**config.mk**
```make
export PLATFORM = sky130hd
export DESIGN_NAME = regfile_wb_arbiter
export DESIGN_NICKNAME = d
export VERILOG_FILES = /design/src/rtl/regfile_wb_arbiter.sv
export SDC_FILE = /design/constraint.sdc
export NUM_CORES = 1
export LEC_CHECK = 0
export CAP_MARGIN = 25
export CORE_MARGIN = 2
export CORE_UTILIZATION = 32
export CTS_CLUSTER_DIAMETER = 200
export DETAILED_ROUTE_END_ITERATION = 6
export GPL_TIMING_DRIVEN = 0
export PLACE_DENSITY = 0.83
export SYNTH_ARGS = -nofsm -noshare
export SYNTH_HDL_FRONTEND = slang
export SYNTH_SLANG_ARGS = --single-unit
```
**constraint.sdc**
```tcl
create_clock -name clk -period 1.2 [get_ports clk]
set_clock_uncertainty 0.2 [all_clocks]
set_input_delay 0.12 -clock clk [delete_from_list [all_inputs] [get_ports clk]]
set_output_delay 0.12 -clock clk [all_outputs]
set_load 0.02 [all_outputs]
```
**src/rtl/regfile_wb_arbiter.sv**
```systemverilog
// Writeback arbiter: shares one register-file write port between ALU and load results, one grant per cycle, registered write.
// Define WB_FAIRNESS_EN for ALU anti-starvation (counter + PRIO_ALU); otherwise mem always wins.
module regfile_wb_arbiter #(
   parameter int WIDTH        = 32,
   parameter int ADDR_WIDTH   = 5,
   parameter int STARVE_LIMIT = 4
) (
   input  logic                  clk,
   input  logic                  rst,
   input  logic                  alu_valid,
   input  logic [ADDR_WIDTH-1:0] alu_addr,
   input  logic [WIDTH-1:0]      alu_data,
   output logic                  alu_ready,
   input  logic                  mem_valid,
   input  logic [ADDR_WIDTH-1:0] mem_addr,
   input  logic [WIDTH-1:0]      mem_data,
   output logic                  mem_ready,
   output logic                  we,
   output logic [ADDR_WIDTH-1:0] w_addr,
   output logic [WIDTH-1:0]      w_data_reg_file,
   output logic                  alu_starved
);

   typedef enum logic {
      PRIO_MEM = 1'b0,
      PRIO_ALU = 1'b1
   } state_t;

   state_t                  state_q, state_d;
   logic                    grant_alu, grant_mem;
   logic                    we_q, we_d;
   logic [ADDR_WIDTH-1:0]   w_addr_q, w_addr_d;
   logic [WIDTH-1:0]        w_data_q, w_data_d;
   logic                    alu_starved_q, alu_starved_d;

   generate
      if (STARVE_LIMIT < 1 || STARVE_LIMIT > 15) begin : g_bad_limit
         $error("STARVE_LIMIT must be in 1..15");
      end
   endgenerate

`ifdef WB_FAIRNESS_EN
   localparam logic [3:0] LIMIT = 4'(STARVE_LIMIT);
   logic [3:0]            starve_cnt_q, starve_cnt_d;
`endif

   always_comb begin
      grant_alu = alu_valid && (!mem_valid || (state_q == PRIO_ALU));
      grant_mem = mem_valid && !grant_alu;
   end

   assign alu_ready = grant_alu;
   assign mem_ready = grant_mem;

   // x0 writes are still granted so the requester retires them, but never reach the file.
   always_comb begin
      we_d     = 1'b0;
      w_addr_d = w_addr_q;
      w_data_d = w_data_q;
      if (grant_alu) begin
         we_d     = (alu_addr != '0);
         w_addr_d = alu_addr;
         w_data_d = alu_data;
      end else if (grant_mem) begin
         we_d     = (mem_addr != '0);
         w_addr_d = mem_addr;
         w_data_d = mem_data;
      end
   end

   always_comb begin
      state_d       = state_q;
      alu_starved_d = 1'b0;
`ifdef WB_FAIRNESS_EN
      starve_cnt_d = '0;
      if (alu_valid && !grant_alu) begin
         starve_cnt_d = (starve_cnt_q == LIMIT) ? LIMIT : starve_cnt_q + 4'd1;
      end
      alu_starved_d = (starve_cnt_d == LIMIT);
      case (state_q)
         PRIO_MEM: if (starve_cnt_d == LIMIT) state_d = PRIO_ALU;
         PRIO_ALU: if (grant_alu)             state_d = PRIO_MEM;
         default:                             state_d = PRIO_MEM;
      endcase
`else
      state_d = PRIO_MEM;
`endif
   end

   always_ff @(posedge clk or posedge rst) begin
      if (rst) begin
         state_q       <= PRIO_MEM;
         we_q          <= 1'b0;
         w_addr_q      <= '0;
         w_data_q      <= '0;
         alu_starved_q <= 1'b0;
`ifdef WB_FAIRNESS_EN
         starve_cnt_q  <= '0;
`endif
      end else begin
         state_q       <= state_d;
         we_q          <= we_d;
         w_addr_q      <= w_addr_d;
         w_data_q      <= w_data_d;
         alu_starved_q <= alu_starved_d;
`ifdef WB_FAIRNESS_EN
         starve_cnt_q  <= starve_cnt_d;
`endif
      end
   end

   assign we              = we_q;
   assign w_addr          = w_addr_q;
   assign w_data_reg_file = w_data_q;
   assign alu_starved     = alu_starved_q;

endmodule

```
==> impl_metrics.tcl <==
set metrics [dict create \
    die-area_um2 6160 \
    dieHeight_um 78.5 \
    clock_sinks 38 \
    slew_headroom 0.463 \
    hp-class "in2reg" \
    crit_path_start_kind "flop" \
    finalSetupViolCount 0 \
    first_global_vias 1786 \
    min-delay-start "mem_addr[0]" \
    grt_pass1_wl_mm 8.47 \
    ys.warnings.count 0 \
    crit_slowest_cell "dfrtp_1" \
    crit_fanout 2 \
    maxCapViolations 0 \
    period_minus_slack_ns 1.16 \
    drt_pass1_iterations 4 \
    grt_antenna_before_repair 0 \
    start_util 0.326 \
    p_leak_nw 1.44 \
    crit_type "reg2out" \
    synth_nets 249 \
    clkTransAtPathRegs_ns 0.08 \
    switching_power_mw 0.909 \
    area_growth_pct 67.4 \
    cts_tree "built" \
    vias 1701 \
    seqPwrFrac 0.454 \
    hold_slack_ns -0.00672 \
    grt_setup_unrepaired "no" \
    num_rows 27 \
    crit_arrival_ns 0.84 \
    fillers 506 \
    drv_slew 0 \
    ir_drop_uv 419 \
    synthesis.instances 171 \
    cp_cell_sequence "buf_2" \
    p_sw_frac 0.284 \
    io_pins 119 \
    ant_nets 0 \
    hold_viol_final 1 \
    fmax_mhz 865 \
    wl_per_cell_um 13.9 \
    viasPerCell 4.57 \
    wirelength_mm 5.18 \
    coreArea_um2 5440 \
    clkPwrFrac 0.278 \
    crit_family "flip-flops" \
    h-tree-depth 2 \
    final_util 0.547 \
    post-route-period-util 0.964 \
    ff2ff_setup_slack_ns 0.17 \
    cts_root_buffer "clkbuf_8" \
    layout-drive-gt1-share 0.207 \
    tightest_slew_ns 0.805 \
    antenna_cells 0 \
    nets 377 \
    ys_types 13 \
    io_buffers 116 \
    status "finished, violations left" \
    grt_max_degree 39 \
    synth-seq-area-share 0.536 \
    min_delay_path_depth 4 \
    violations "hold timing" \
    reg2reg_depth 3 \
    cp.required_ns 0.88 \
    drt_iter0_markers 28 \
    dieWidth_um 78.5 \
    clk_latency_ns 0.28 \
    grt-ovfl-total 0 \
    cp.buffers_inverters 1 \
    grt.total_usage 0.175 \
    p_comb_frac 0.268 \
    dp_hpwl_mm 3.88 \
    synth_seq_cells 38 \
    r2r-end "w_addr[4]" \
    max_stage_delay_ns 0.39 \
    drc 0 \
    reg2reg_from "w_addr[4]" \
    gp_congestion 0.720 \
    clockBufferDepth 2 \
    hold_end "we" \
    power.internal_mw 2.29 \
    end_kind "primary output" \
    avgSynthCellArea_um2 10.4 \
    numCtsBuffers 5 \
    power_density_nw_per_um2 1080 \
    synth_area_um2 1780 \
]
[repair_timing]
item | CTS | global route
hold buffers | 3 | 1
pin swaps | 4 | 1
gates resized for setup | 168 | 3
buffers inserted | 0 | 1
hold endpoints to repair | 3 | 1
gates cloned | 0 | 0
endpoints found under the setup margin | 78 | 2
[cell usage after synthesis]
cell	number	share of area
buf_2	4	0.011
buf_4	4	0.017
buf_6	2	0.013
clkbuf_1	4	0.0085
conb_1	1	0.0021
dfrtp_1	38	0.54
inv_1	1	0.0021
mux2i_1	37	0.21
nand2_1	38	0.080
nor2b_1	1	0.0035
o21ai_0	17	0.048
o21ai_1	22	0.062
or4_1	2	0.0085
[logic make-up (layout without fill, tap and decap cells)]
| logic type | after synthesis | in the layout | synth area share |
|---|---|---|---|
| simple gates | 41 | 41 | 0.0923 |
| compound gates | 39 | 39 | 0.110 |
| flops | 38 | 38 | 0.536 |
| mux | 37 | 37 | 0.209 |
| buf+inv | 15 | 144 | 0.0514 |
| other cells | 1 | 1 | 0.00211 |
[sequential cells by signal, indices dropped and copies added, names as in the netlist]
name             count
w_data_reg_file     32
we                   1
w_addr               5
[layout by cell type (no fill, tap or decap), types with 2 or more instances in the layout]
cell type / count
buf_2: 43
buf_4: 5
buf_6: 2
clkbuf_1: 4
clkbuf_8: 6
clkdlybuf4s50_1: 67
dfrtp_1: 38
dlygate4sd2_1: 8
dlygate4sd3_1: 4
mux2i_1: 37
nand2_1: 38
o21ai_0: 17
o21ai_1: 21
[area by class of cell]
class                           count  area, um2  share of cell area
Sequential cell                    38        951               0.320
Timing Repair Buffer              121       1010               0.339
Clock inverter                      1       5.00             0.00168
Inverter                            1       3.75             0.00126
Clock buffer                        7       86.3              0.0290
Tap cell                           72       90.1              0.0303
Buffer                             14       88.8              0.0299
Multi-Input combinational cell    118        741               0.249
[per-stage QoR]
step	cells	setup TNS [ns]	power [mW]	area, um2	setup WS (ns)
2_1_floorplan	171	0	1.89	1780	0.0191
6_report	372	0	3.20	2970	0.0433
3_3_place_gp	359	-51.36	2.44	3030	-0.872
5_1_grt	372	0	3.39	2970	0.00568
3_5_place_dp	359	-26.31	2.46	3030	-0.557
4_1_cts	370	0	3.24	2950	0.0158
[how the worst max path moves through the flow]
stage                      startpoint             endpoint  slack (ns)  cells after the start
after floorplan                   rst            w_addr[0]        0.02                      1
after global placement            rst   w_data_reg_file[7]       -0.87                      2
after detailed placement    mem_valid  w_data_reg_file[16]       -0.56                      4
after CTS                 mem_addr[0]                   we        0.02                      4
after global routing              rst  w_data_reg_file[14]       0.006                      2
final                       w_addr[4]            w_addr[4]        0.04                      1
[power by group through the flow]
stage               clock network [mW]  logic, mW  registers (mW)
finish                           0.892      0.857            1.45
global route                     0.988      0.932            1.47
CTS                              0.930      0.861            1.45
detailed placement                   0      0.977            1.48
global placement                     0      0.964            1.48
floorplan                            0      0.260            1.63
[metal layers]
metal	share of wire	track usage	vias up
met2	0.50	0.300	68
met5	0	0	-
li1	-	-	843
met3	0.061	0.0425	15
met1	0.41	0.210	775
met4	0.026	0.0702	0
Power figures use the tool's default switching activity.
==> variant 1, RTL diff (same flow settings) <==
Take the reset off `w_addr_q` and `w_data_q` and load them in a clocked block of their own.
--- a/src/rtl/regfile_wb_arbiter.sv
+++ b/src/rtl/regfile_wb_arbiter.sv
@@ -93,4 +93,2 @@
          we_q          <= 1'b0;
-         w_addr_q      <= '0;
-         w_data_q      <= '0;
          alu_starved_q <= 1'b0;
@@ -102,4 +100,2 @@
          we_q          <= we_d;
-         w_addr_q      <= w_addr_d;
-         w_data_q      <= w_data_d;
          alu_starved_q <= alu_starved_d;
@@ -109,2 +105,7 @@
       end
+   end
+
+   always_ff @(posedge clk) begin
+      w_addr_q <= w_addr_d;
+      w_data_q <= w_data_d;
    end
Function: changed (Yosys sat finds a counterexample within 4 cycles, from zero or initial values and one cycle with rst high).
==> variant 1 against the unedited design <==
The flow still finishes with violations (negative hold slack). Utilization up 3.6 points. Combinational power about the same. Via count down 25%. Critical path depth up 4. Setup slack worse by 35 ps. Power up 4.0%. Synthesized area down 4.6%. Fmax down 2.9%. Hold slack better by 2.1 ps. Cell area about the same. Wire length down 19%. Sequential cell count unchanged. Largest power group unchanged.
==> variant 1: results (changes against the unedited design) <==
DR vias/cell 4.35 (-5.0%); cell taking the most area after synthesis edfxtp_1; most common library cells after synthesis edfxtp_1 (37), mux2_2 (27), mux2_4 (10); failing checks negative hold slack; Synth Area in Compound Gates 0.00591 (-0.104); outcome complete, but fails checks; synth top area cells edfxtp_1 (66%), mux2_2 (18%), mux2_4 (8.9%); CTS Hold Bufs 2 (-1); Post-Synthesis Cells 90 (-47%); Slew @ Worst Pin 518 ps (-287 ps); Post-layout nets 299 (-21%); Final Hold Violating Endpoints 1 (unchanged); via count 1,269 (-25%); DP HPWL 3150 um (-19%); mux cell area share after synthesis 0.268 (+0.0595); Worst EP arrival 1030 ps (+190 ps); peak supply drop 0.632 mV (+51%); layout cells sized above 1 0.432 (+0.226); drt total wl 4200 um (-19%); Max Fanout on Critical Path 6 (+4); largest net degree at the start of global routing 38 (-2.6%); I/O Buffers 117 (+0.86%); first-pass GRT wire length 6870 um (-19%); Placed Instances 277 (-23%); Crit path largest cell delay 320 ps (-70 ps); slowest cell on the critical path mux2_2; Async SR Flop Fraction 0.0263 (-0.974); hold_ws -4.62 ps (+2.10 ps)
## variant 1: cell families after synthesis
group / Yosys count
flip-flops: 38
multiplexers: 37
buffers and inverters: 7
AND/OR/NAND/NOR: 5
AO/OA/AOI/OAI: 2
other: 1
## variant 1: metal layers
layer  part of all wire  global-route usage  up-vias
li1                   -                   -      607
met1               0.34               0.146      572
met2               0.52               0.267       81
met3               0.13              0.0894        9
met4              0.020              0.0455        0
met5                  0                   0        -
## variant 1: what timing repair did
item | CTS | global route
pin swaps | 4 | 4
endpoints found under the hold margin | 2 | 1
gates resized for setup | 178 | 10
setup buffers | 4 | 0
endpoints found under the setup margin | 115 | 15
cloned | 2 | 0
## variant 1: final cells by class
class | count | area, um2 | area share
sequential | 38 | 1140 | 0.382
timing repair buffer | 124 | 1070 | 0.361
multi-input combinational | 45 | 520 | 0.175
tap | 70 | 87.6 | 0.0294
clock buffer | 6 | 72.6 | 0.0244
buffer | 6 | 72.6 | 0.0244
clock inverter | 2 | 8.76 | 0.00294
inverter | 1 | 3.75 | 0.00126
## variant 1: report_power, final
| part | internal (uW) | switching, uW |
|---|---|---|
| Sequential | 1620 | 31.5 |
| Combinational | 473 | 384 |
| Clock | 399 | 421 |
| Total | 2490 | 836 |
## variant 1: worst paths after layout
kind                                       end  cells past startpoint   startpoint
max in group asynchronous                   we                      3          rst
worst max-delay path       w_data_reg_file[30]                      5    mem_valid
min in group asynchronous                   we                      3          rst
worst min-delay path                 w_addr[2]                      2  alu_addr[2]
## variant 1: through the flow
step	setup slack [ps]	instance area (um2)
final	8.74	2980
after detailed placement	-776	2960
after global placement	-776	2960
after CTS	2.75	2950
after floorplan	-105	1700
after global routing	-13.3	2980
==> variant 2, RTL diff (same flow settings) <==
Without the edit above. Set the parameter `ADDR_WIDTH` to 3 (it was 5).
--- a/src/rtl/regfile_wb_arbiter.sv
+++ b/src/rtl/regfile_wb_arbiter.sv
@@ -4,3 +4,3 @@
    parameter int WIDTH        = 32,
-   parameter int ADDR_WIDTH   = 5,
+   parameter int ADDR_WIDTH   = 3,
    parameter int STARVE_LIMIT = 4
Ports: changed (resized alu_addr, mem_addr and w_addr); port bits go from 119 to 113. No check against the original RTL was run, so the function may have changed too.
==> variant 2 against the unedited design <==
Setup slack gained 9.3 ps. Wire length decreased by 7.6%. Power down 4.2%. Fmax rose by 0.81%. Synthesized area shrank 3.2%. Cell area fell by 5.4%. Largest power group unchanged. Sequential cell count shrank 2.
==> variant 2: results (changes against the unedited design) <==
Seq pwr share 0.449 (-0.005); sw power 850 uW (-6.4%); gp weighted congestion 0.725 (+0.65%); GR Util met3 0.0424 (-0.000176); metal1 wirelength 2040 um (-5.0%); peak supply drop 0.664 mV (+58%); dpl ws -347 ps (+210 ps); Final Cell Area 2810 um2 (-5.4%); outcome finished, final reports clean; CTS Hold Bufs 1 (-2); routed length on met2 2400 um (-7.0%); sw frac 0.277 (-0.00653); first-pass GRT wire length 7690 um (-9.1%); post-synthesis sequential area ratio 0.524 (-0.0116); wire length on met3 299 um (-5.4%); Worst slew margin 0.506 (+0.0431); most common library cells after synthesis dfrtp_1 (36), mux2i_1 (35), nand2_1 (35); worst r2r src w_data_reg_file[27]; DR vias/cell 4.50 (-1.6%); layout cells sized above 1 0.204 (-0.00237); Unique masters post-synth 15 (+2); Hold Path Depth 3 (-1); largest net degree at the start of global routing 37 (-5.1%); Area after DPL 2900 um2 (-4.3%); Largest register FFs 32 (unchanged); I/O Buffers 109 (-6.0%); drt total wl 4790 um (-7.6%); CP startpoint w_data_reg_file[9]; via count 1,571 (-7.6%); Power Clock 858 uW (-3.8%); Reg2Reg Setup Slack 280 ps (+110 ps); DR iter-0 viols 43 (+54%); grt met1 use 0.201 (-0.00906); Post-layout nets 352 (-6.6%); Fillers 509 (+0.59%); post-layout min period 1150 ps (-9.25 ps); worst hold endpoint w_data_reg_file[2]; crit path capture w_data_reg_file[9]; synth top area cells dfrtp_1 (52%), mux2i_1 (20%), o21ai_1 (7.9%); Synthesized Nets 235 (-5.6%); reg2reg end w_data_reg_file[27]; Initial DRT Pass Iterations 3 (-1); LEAKAGE 0.00134 uW (-7.0%); post_cts resized 148 (-12%); HP Start alu_valid; Synth top area share 0.524 (-0.0116); Max Cap Viol 0 (unchanged); DP HPWL 3630 um (-6.5%); met2 usage 0.269 (-0.0313); Setup Fix Bufs, Post-CTS 0 (unchanged)
-- variant 2: layout make-up --
cell class / instances / area share
sequential: 36 / 0.320
tap: 70 / 0.0311
inverter: 1 / 0.00133
buffer: 14 / 0.0440
multi-input combinational: 110 / 0.246
timing repair buffer: 110 / 0.326
clock buffer: 8 / 0.0320
-- variant 2: through the flow --
step	std cells	hold WS, ps
floorplan	161	41.0
finish	349	50.9
global placement	340	209
detailed placement	340	237
CTS	349	40.1
global route	349	78.5
-- variant 2: cell families (layout without fill, tap and decap cells) --
logic type             after synthesis  in the layout  share of synthesized area
AOI/OAI and AO/OA                   38             38                      0.116
buffers and inverters               15            133                     0.0742
muxes                               35             35                      0.204
DFF                                 36             36                      0.524
other                                1              1                    0.00218
and+or+nand+nor                     36             36                     0.0801
-- variant 2: worst reg2reg max path: stages (launching register included) --
cell and delay (ps):
dfrtp_1 380, mux2i_1 140, o21ai_1 70
